===== src/rtl/hci_mem_pipe.sv =====
`default_nettype none
// ============================================================================
// hci_mem_pipe : TCDM request/response pipeline stage with optional cuts
// Revision     : 1.0 - initial release
// ============================================================================
module hci_mem_pipe #(
    parameter int unsigned DW      = 32,
    parameter int unsigned AW      = 32,
    parameter int unsigned IW      = 8,
    parameter int unsigned UW      = 1,
    parameter int unsigned REQ_CUT = 1,
    parameter int unsigned RSP_CUT = 1
) (
    input  logic              clk_i,
    input  logic              rst_ni,
    input  logic              clear_i,

    input  logic              tcdm_slave_req,
    output logic              tcdm_slave_gnt,
    input  logic [AW-1:0]     tcdm_slave_add,
    input  logic              tcdm_slave_we_n,
    input  logic [DW-1:0]     tcdm_slave_data,
    input  logic [DW/8-1:0]   tcdm_slave_be,
    input  logic [IW-1:0]     tcdm_slave_id,
    input  logic [UW-1:0]     tcdm_slave_user,
    output logic              tcdm_slave_r_valid,
    output logic [DW-1:0]     tcdm_slave_r_data,
    output logic [IW-1:0]     tcdm_slave_r_id,
    output logic [UW-1:0]     tcdm_slave_r_user,

    output logic              tcdm_master_req,
    input  logic              tcdm_master_gnt,
    output logic [AW-1:0]     tcdm_master_add,
    output logic              tcdm_master_we_n,
    output logic [DW-1:0]     tcdm_master_data,
    output logic [DW/8-1:0]   tcdm_master_be,
    output logic [IW-1:0]     tcdm_master_id,
    output logic [UW-1:0]     tcdm_master_user,
    input  logic              tcdm_master_r_valid,
    input  logic [DW-1:0]     tcdm_master_r_data,
    input  logic [IW-1:0]     tcdm_master_r_id,
    input  logic [UW-1:0]     tcdm_master_r_user
);

    localparam int unsigned BW = DW / 8;
    localparam int unsigned PW = AW + 1 + DW + BW + IW + UW;

    if (DW % 8 != 0) begin : g_dw_check
        $error("hci_mem_pipe: DW must be a multiple of 8");
    end

    logic [PW-1:0] slave_pl;
    logic [PW-1:0] master_pl;

    assign slave_pl = {tcdm_slave_add, tcdm_slave_we_n, tcdm_slave_data,
                       tcdm_slave_be, tcdm_slave_id, tcdm_slave_user};
    assign {tcdm_master_add, tcdm_master_we_n, tcdm_master_data,
            tcdm_master_be, tcdm_master_id, tcdm_master_user} = master_pl;

    if (REQ_CUT != 0) begin : g_req_cut
        // head is always the oldest entry, so the master side reads registers only
        logic [1:0]    cnt;
        logic [PW-1:0] head;
        logic [PW-1:0] tail;
        logic          push;
        logic          pop;

        assign tcdm_slave_gnt  = (cnt != 2'd2);
        assign tcdm_master_req = (cnt != 2'd0);
        assign master_pl       = head;
        assign push            = tcdm_slave_req & tcdm_slave_gnt;
        assign pop             = tcdm_master_req & tcdm_master_gnt;

        always_ff @(posedge clk_i or negedge rst_ni) begin
            if (!rst_ni) begin
                cnt  <= 2'd0;
                head <= '0;
                tail <= '0;
            end else if (clear_i) begin
                cnt <= 2'd0;
            end else begin
                case ({push, pop})
                    2'b10: begin
                        cnt <= cnt + 2'd1;
                        if (cnt == 2'd0) begin
                            head <= slave_pl;
                        end else begin
                            tail <= slave_pl;
                        end
                    end
                    2'b01: begin
                        cnt  <= cnt - 2'd1;
                        head <= tail;
                    end
                    // simultaneous push/pop only happens at cnt==1: new entry becomes head
                    2'b11: begin
                        head <= slave_pl;
                    end
                    default: begin
                    end
                endcase
            end
        end
    end else begin : g_req_wire
        assign tcdm_master_req = tcdm_slave_req;
        assign tcdm_slave_gnt  = tcdm_master_gnt;
        assign master_pl       = slave_pl;
    end

    if (RSP_CUT != 0) begin : g_rsp_cut
        logic          r_valid_q;
        logic [DW-1:0] r_data_q;
        logic [IW-1:0] r_id_q;
        logic [UW-1:0] r_user_q;

        always_ff @(posedge clk_i or negedge rst_ni) begin
            if (!rst_ni) begin
                r_valid_q <= 1'b0;
                r_data_q  <= '0;
                r_id_q    <= '0;
                r_user_q  <= '0;
            end else if (clear_i) begin
                r_valid_q <= 1'b0;
            end else begin
                r_valid_q <= tcdm_master_r_valid;
                if (tcdm_master_r_valid) begin
                    r_data_q <= tcdm_master_r_data;
                    r_id_q   <= tcdm_master_r_id;
                    r_user_q <= tcdm_master_r_user;
                end
            end
        end

        assign tcdm_slave_r_valid = r_valid_q;
        assign tcdm_slave_r_data  = r_data_q;
        assign tcdm_slave_r_id    = r_id_q;
        assign tcdm_slave_r_user  = r_user_q;
    end else begin : g_rsp_wire
        assign tcdm_slave_r_valid = tcdm_master_r_valid;
        assign tcdm_slave_r_data  = tcdm_master_r_data;
        assign tcdm_slave_r_id    = tcdm_master_r_id;
        assign tcdm_slave_r_user  = tcdm_master_r_user;
    end

endmodule
`default_nettype wire


===== config.mk =====
export PLATFORM = sky130hd
export DESIGN_NAME = hci_mem_pipe
export DESIGN_NICKNAME = d
export VERILOG_FILES = /design/src/rtl/hci_mem_pipe.sv
export SDC_FILE = /design/constraint.sdc
export NUM_CORES = 1
export LEC_CHECK = 0
export ABC_AREA = 1
export ABC_CLOCK_PERIOD_IN_PS = 3210
export CORE_MARGIN = 1
export CORE_UTILIZATION = 50
export CTS_CLUSTER_SIZE = 30
export DETAILED_ROUTE_END_ITERATION = 7
export DONT_BUFFER_PORTS = 1
export GPL_TIMING_DRIVEN = 1
export PLACE_DENSITY_LB_ADDON = 0.3
export SLEW_MARGIN = 20
export SYNTH_ARGS = -nofsm -noshare
export SYNTH_HDL_FRONTEND = slang
export SYNTH_SLANG_ARGS = --single-unit
export TNS_END_PERCENT = 30

===== constraint.sdc =====
create_clock -name clk_i -period 3.21 [get_ports clk_i]
set_input_delay 0.642 -clock clk_i [delete_from_list [all_inputs] [get_ports clk_i]]
set_output_delay 0.642 -clock clk_i [all_outputs]
set_load 0.005 [all_outputs]

Yosys cells after proc, flatten, opt, wreduce, memory -nomap -nowiden
Cells that the tools add are included.
- $add $sub $neg: 2
- eq/ne operators: 5
- mux-type cells: 5
- bitwise gates (word level): 4
- reductions and logical operators: 7
- operator list (cell ; number):
    $pmux W78 S3 ; 1
    $mux W78 ; 1
    $reduce_and A3 Y1 ; 2
    $reduce_bool A3 Y1 ; 2
    $eq A2 B2 Y1 const B ; 2
    $ne A2 B2 Y1 const B ; 2
    $pmux W2 S2 ; 1
    $add A2 B1 Y2 const B ; 1
    $and A1 B1 Y1 ; 2
    $eq A2 B1 Y1 const B ; 1
    $logic_not A2 Y1 ; 1
    $mux W2 ; 1
    $not A1 Y1 ; 2
    $reduce_and A2 Y1 ; 1
    $reduce_bool A2 Y1 ; 1
    $sub A2 B1 Y2 const B ; 1
    $mux W1 ; 1
- register bits after elaboration: 200
- input port bits: 125
- output and inout port bits: 122
- word-level logic and storage cells: 30

Logic depth before layout (Yosys ltp)
- depth after elaboration: 5
- depth in mapped cells: 10
- gate-level depth less buffers: 9

Worst setup path before layout
No wires, ideal clock.
- path type: input-to-reg
- from: input port clear_i
- to: register g_req_cut.head[36]
- setup time: 0.117 ns
- arrival time: 1.521 ns
- required time: 3.093 ns
- setup slack: 1.572 ns
- stages: 8
- path buffers: 2
- cells stage by stage: inv_1 -> nand2_1 -> a21oi_2 -> inv_2 -> buf_6 -> buf_2 -> nand2_1 -> nand2_1
- cells in the longest elaborated chain, start to end: 2
- RTL lines (what ; RTL line ; text):
    start: declaration ; 16 ; input logic clear_i,
    $not A1 Y1 (no line) ; -- ;
    $reduce_and A3 Y1 (no line) ; -- ;
    end signal: assignment ; 86 ; head <= slave_pl;
    end signal: assignment ; 93 ; head <= tail;
    end signal: assignment ; 97 ; head <= slave_pl;
    end: declaration ; 63 ; logic [PW-1:0] head;
No other way between the ends.
A chain may end at the register's enable or synchronous reset.

Worst setup path in the final report
- from: register g_req_cut.cnt[0]
- to: register g_req_cut.head[47]
- cells in the longest elaborated chain, start to end: 5
- elaborated cells between the ends (all ways): 12
- those cells by class: 5 x eq/ne; 1 x mux; 2 x bitwise; 4 x reduce/logical
- RTL lines (what ; RTL line ; text):
    start: declaration ; 62 ; logic [1:0] cnt;
    start signal: assignment ; 84 ; cnt <= cnt + 2'd1;
    start signal: assignment ; 92 ; cnt <= cnt - 2'd1;
    $ne A2 B2 Y1 (*) ; 68 ; assign tcdm_slave_gnt = (cnt != 2'd2);
    via tcdm_slave_gnt ; 19 ; output logic tcdm_slave_gnt,
    $and A1 B1 Y1 (*) ; 71 ; assign push = tcdm_slave_req & tcdm_slave_gnt;
    $eq A2 B2 Y1 / $eq A2 B1 Y1 (equally long branches) ; 82 ; case ({push, pop})
    $ne A2 B2 Y1 (no line) / $reduce_bool A3 Y1 (equally long branches) ; -- ;
    $reduce_and A3 Y1 (no line) ; -- ;
Mark *: on every way through the listed nets, which the timed path passes. The rest lies on a longest branch.

==> metrics.cfg <==
[clock_tree]
cts_tree=done
cts_root_buf=clkbuf_16
clockBufferDepth=2
cts.clk_slew.worst_paths_ns=0.07
cts_resized=0
clkSinkCount=200
numCtsBuffers=17
clkLatencyLatePin_ns=0.43
postCtsSetupRepairBufs=0
htree_levels=4

[synthesis]
synth_fa_ha_area_share_pct=0
synth_cell_types=17
ys_seq_area_share_pct=59.0
syn_area_um2=8480
synthCells=1041
synth_seq_cells=200
yosys.area_share.xor_xnor_pct=0
synthMuxAreaShare_pct=0
syn_avg_cell_area_um2=8.15
syn_nets=1166
synth-simple-area-share_pct=23.8
synth_top_family_by_area=simple AND/OR/NAND/NOR gates
ys_warn_count=0
synth-compound-area-share_pct=9.48

[global_routing]
grt_max_degree=201
top_usage_layer=met2
grt_util_met3_pct=7.84
grt_usage_pct=21.0
grt_pass1_vias=5771
antenna_found_initial=0
grt_pass1_wl_um=28900
grt.met2_usage_pct=33.5
overflow=0
met1_usage_pct=26.2

[timing]
hold_violations=200
maxSlewHeadroom_pct=28.5
tns_ns=0
fin_worst_skew_ns=0.0183
hold_ws_ns=-0.0959
maxSlewViolCount=0
worst_pin_slew_ns=1.07
finalCriticalPeriod_ns=2.45
period_share_pct=76.2
max_freq_mhz=409
setup-violations-final=0
layout_setup_ws_ns=0.763
rsz0062_at_grt=false

[power_and_ir_drop]
comb_power_share_pct=18.0
ir_drop_mv=0.401
p_leak_nw=4.78
cellPowerDensity_nw_per_um2=802
switching_share_pct=31.9
power_mw=7.29
power_frac_seq_pct=54.0
p_int_mw=4.96
power_frac_clock_pct=28.0
p_sw_mw=2.32

[setup_path]
crit_required_ns=3.52
crit_arrival_ns=2.76
path_class=register to register
worstSetupStartpointType=register
critical_path.max_fanout=90
critPathCaptureType=register

[final_layout]
ff_latch_area_um2=5000
final_layout_size_suffix_gt1_share_pct=4.22
layout_common_cells=nand2_1 (523), dfrtp_1 (200), o21ai_0 (156)
final_common_cell=nand2_1
final_nets=1133
multi_input_area_um2=2850
final_util_pct=54.8
area_growth_pct=7.17
fillers=1543
diodes=0

[route]
drtPass1Iterations=5
remaining_drc_errors=0
ant_nets=0
num_vias=6107
drt_iter0_drc=442
via_per_inst=4.93
wl_um=17800
post_drt_wl_per_cell_um=14.4

[floorplan]
core_um2=16600
std_cell_rows=47
start_util_pct=51.2
die_w_um=132
die-area_um2=17500
pin_count=247
die_h_um=132

[job]
max-cap-violations=0

[place]
gp_congestion=0.832
dpl_worst_slack_ns=0.730
hpwl_um=11200
io_buffer_count=0

[run_status]
violations=hold timing
status=finished with violations

[worst_hold_path]
hold_path_class=primary input to asynchronous set/reset pin

kinds of logic (layout without fill, tap and decap cells):
group           count (synthesis)  count (layout)
flops                         200             200
simple gates                  535             535
buf+inv                       146             125
compound gates                160             160
cell usage after synthesis:
library cell  instances  area (µm²)
a21oi_1               2        10.0
a21oi_2               1        8.76
buf_2                11        55.1
buf_4                 4        30.0
buf_6                10         113
clkbuf_1             33         124
clkinv_1              1        3.75
dfrtp_1             200        5000
inv_1                85         319
inv_2                 2        7.51
nand2_1             524        1970
nand2_2               2        12.5
nand3_1               4        20.0
nand4_1               2        12.5
nor2_1                3        11.3
o21ai_0             156         781
o21ai_1               1        5.00
sequential cells by signal, indices dropped and copies added, names as in the netlist:
name	count
g_req_cut.head	78
g_req_cut.tail	78
tcdm_slave_r_data	32
tcdm_slave_r_id	8
g_req_cut.cnt	2
tcdm_slave_r_user	1
tcdm_slave_r_valid	1
layer usage:
| metal | vias up | wire (µm) |
|---|---|---|
| met1 | 2759 | 7700 |
| met2 | 217 | 8230 |
| met4 | 0 | 329 |
| li1 | 3106 | - |
| met3 | 25 | 1530 |
| met5 | - | 0 |
cell type report:
type / count / share of cell area [%]
clock buffers: 20 / 5.02
clock inverters: 11 / 1.16
inverters: 88 / 3.63
multi-input cells: 695 / 31.3
flip-flops and latches: 200 / 55.0
well taps: 220 / 3.03
repair buffers: 6 / 0.771
through the flow:
step                      cell area [µm²]  hold slack (ns)  instances
after floorplan                      8480            0.346       1041
after global placement               8530            0.351       1209
after detailed placement             8530            0.350       1209
after CTS                            9090           -0.111       1240
after global routing                 9090           -0.119       1240
final                                9090          -0.0959       1240
path summary, 6_finish.rpt:
path                                        from               endpoint  slack (ns)  depth (start not counted)
max                             g_req_cut.cnt[0]     g_req_cut.head[47]        0.76                          8
min                                       rst_ni  tcdm_slave_r_data[22]        -0.1                          0
max reg2reg                     g_req_cut.cnt[0]     g_req_cut.head[47]        0.76                          8
min reg2reg                   g_req_cut.head[31]     g_req_cut.head[31]        0.51                          2
max in group asynchronous                 rst_ni     g_req_cut.head[36]        3.06                          0
min in group clk_i         tcdm_master_r_data[4]   tcdm_slave_r_data[4]        0.32                          2
power groups by stage:
stage	sequential [mW]	combinational [mW]	clock (mW)
finish	3.94	1.31	2.04
CTS	3.95	1.33	2.08
detailed placement	3.99	1.32	0
global placement	3.97	1.26	0
global route	4.04	1.58	2.17
floorplan	3.82	1.11	0
worst max-delay path, stage by stage (launching register included):
cell and delay (ns):
dfrtp_1 0.44, inv_2 0.08, nand2_2 0.10, nand2_2 0.10, nand2_4 0.47, buf_4 0.71
o21ai_0 0.16, nand2_1 0.10, nand2_1 0.06
Power figures use the tool's default switching activity.
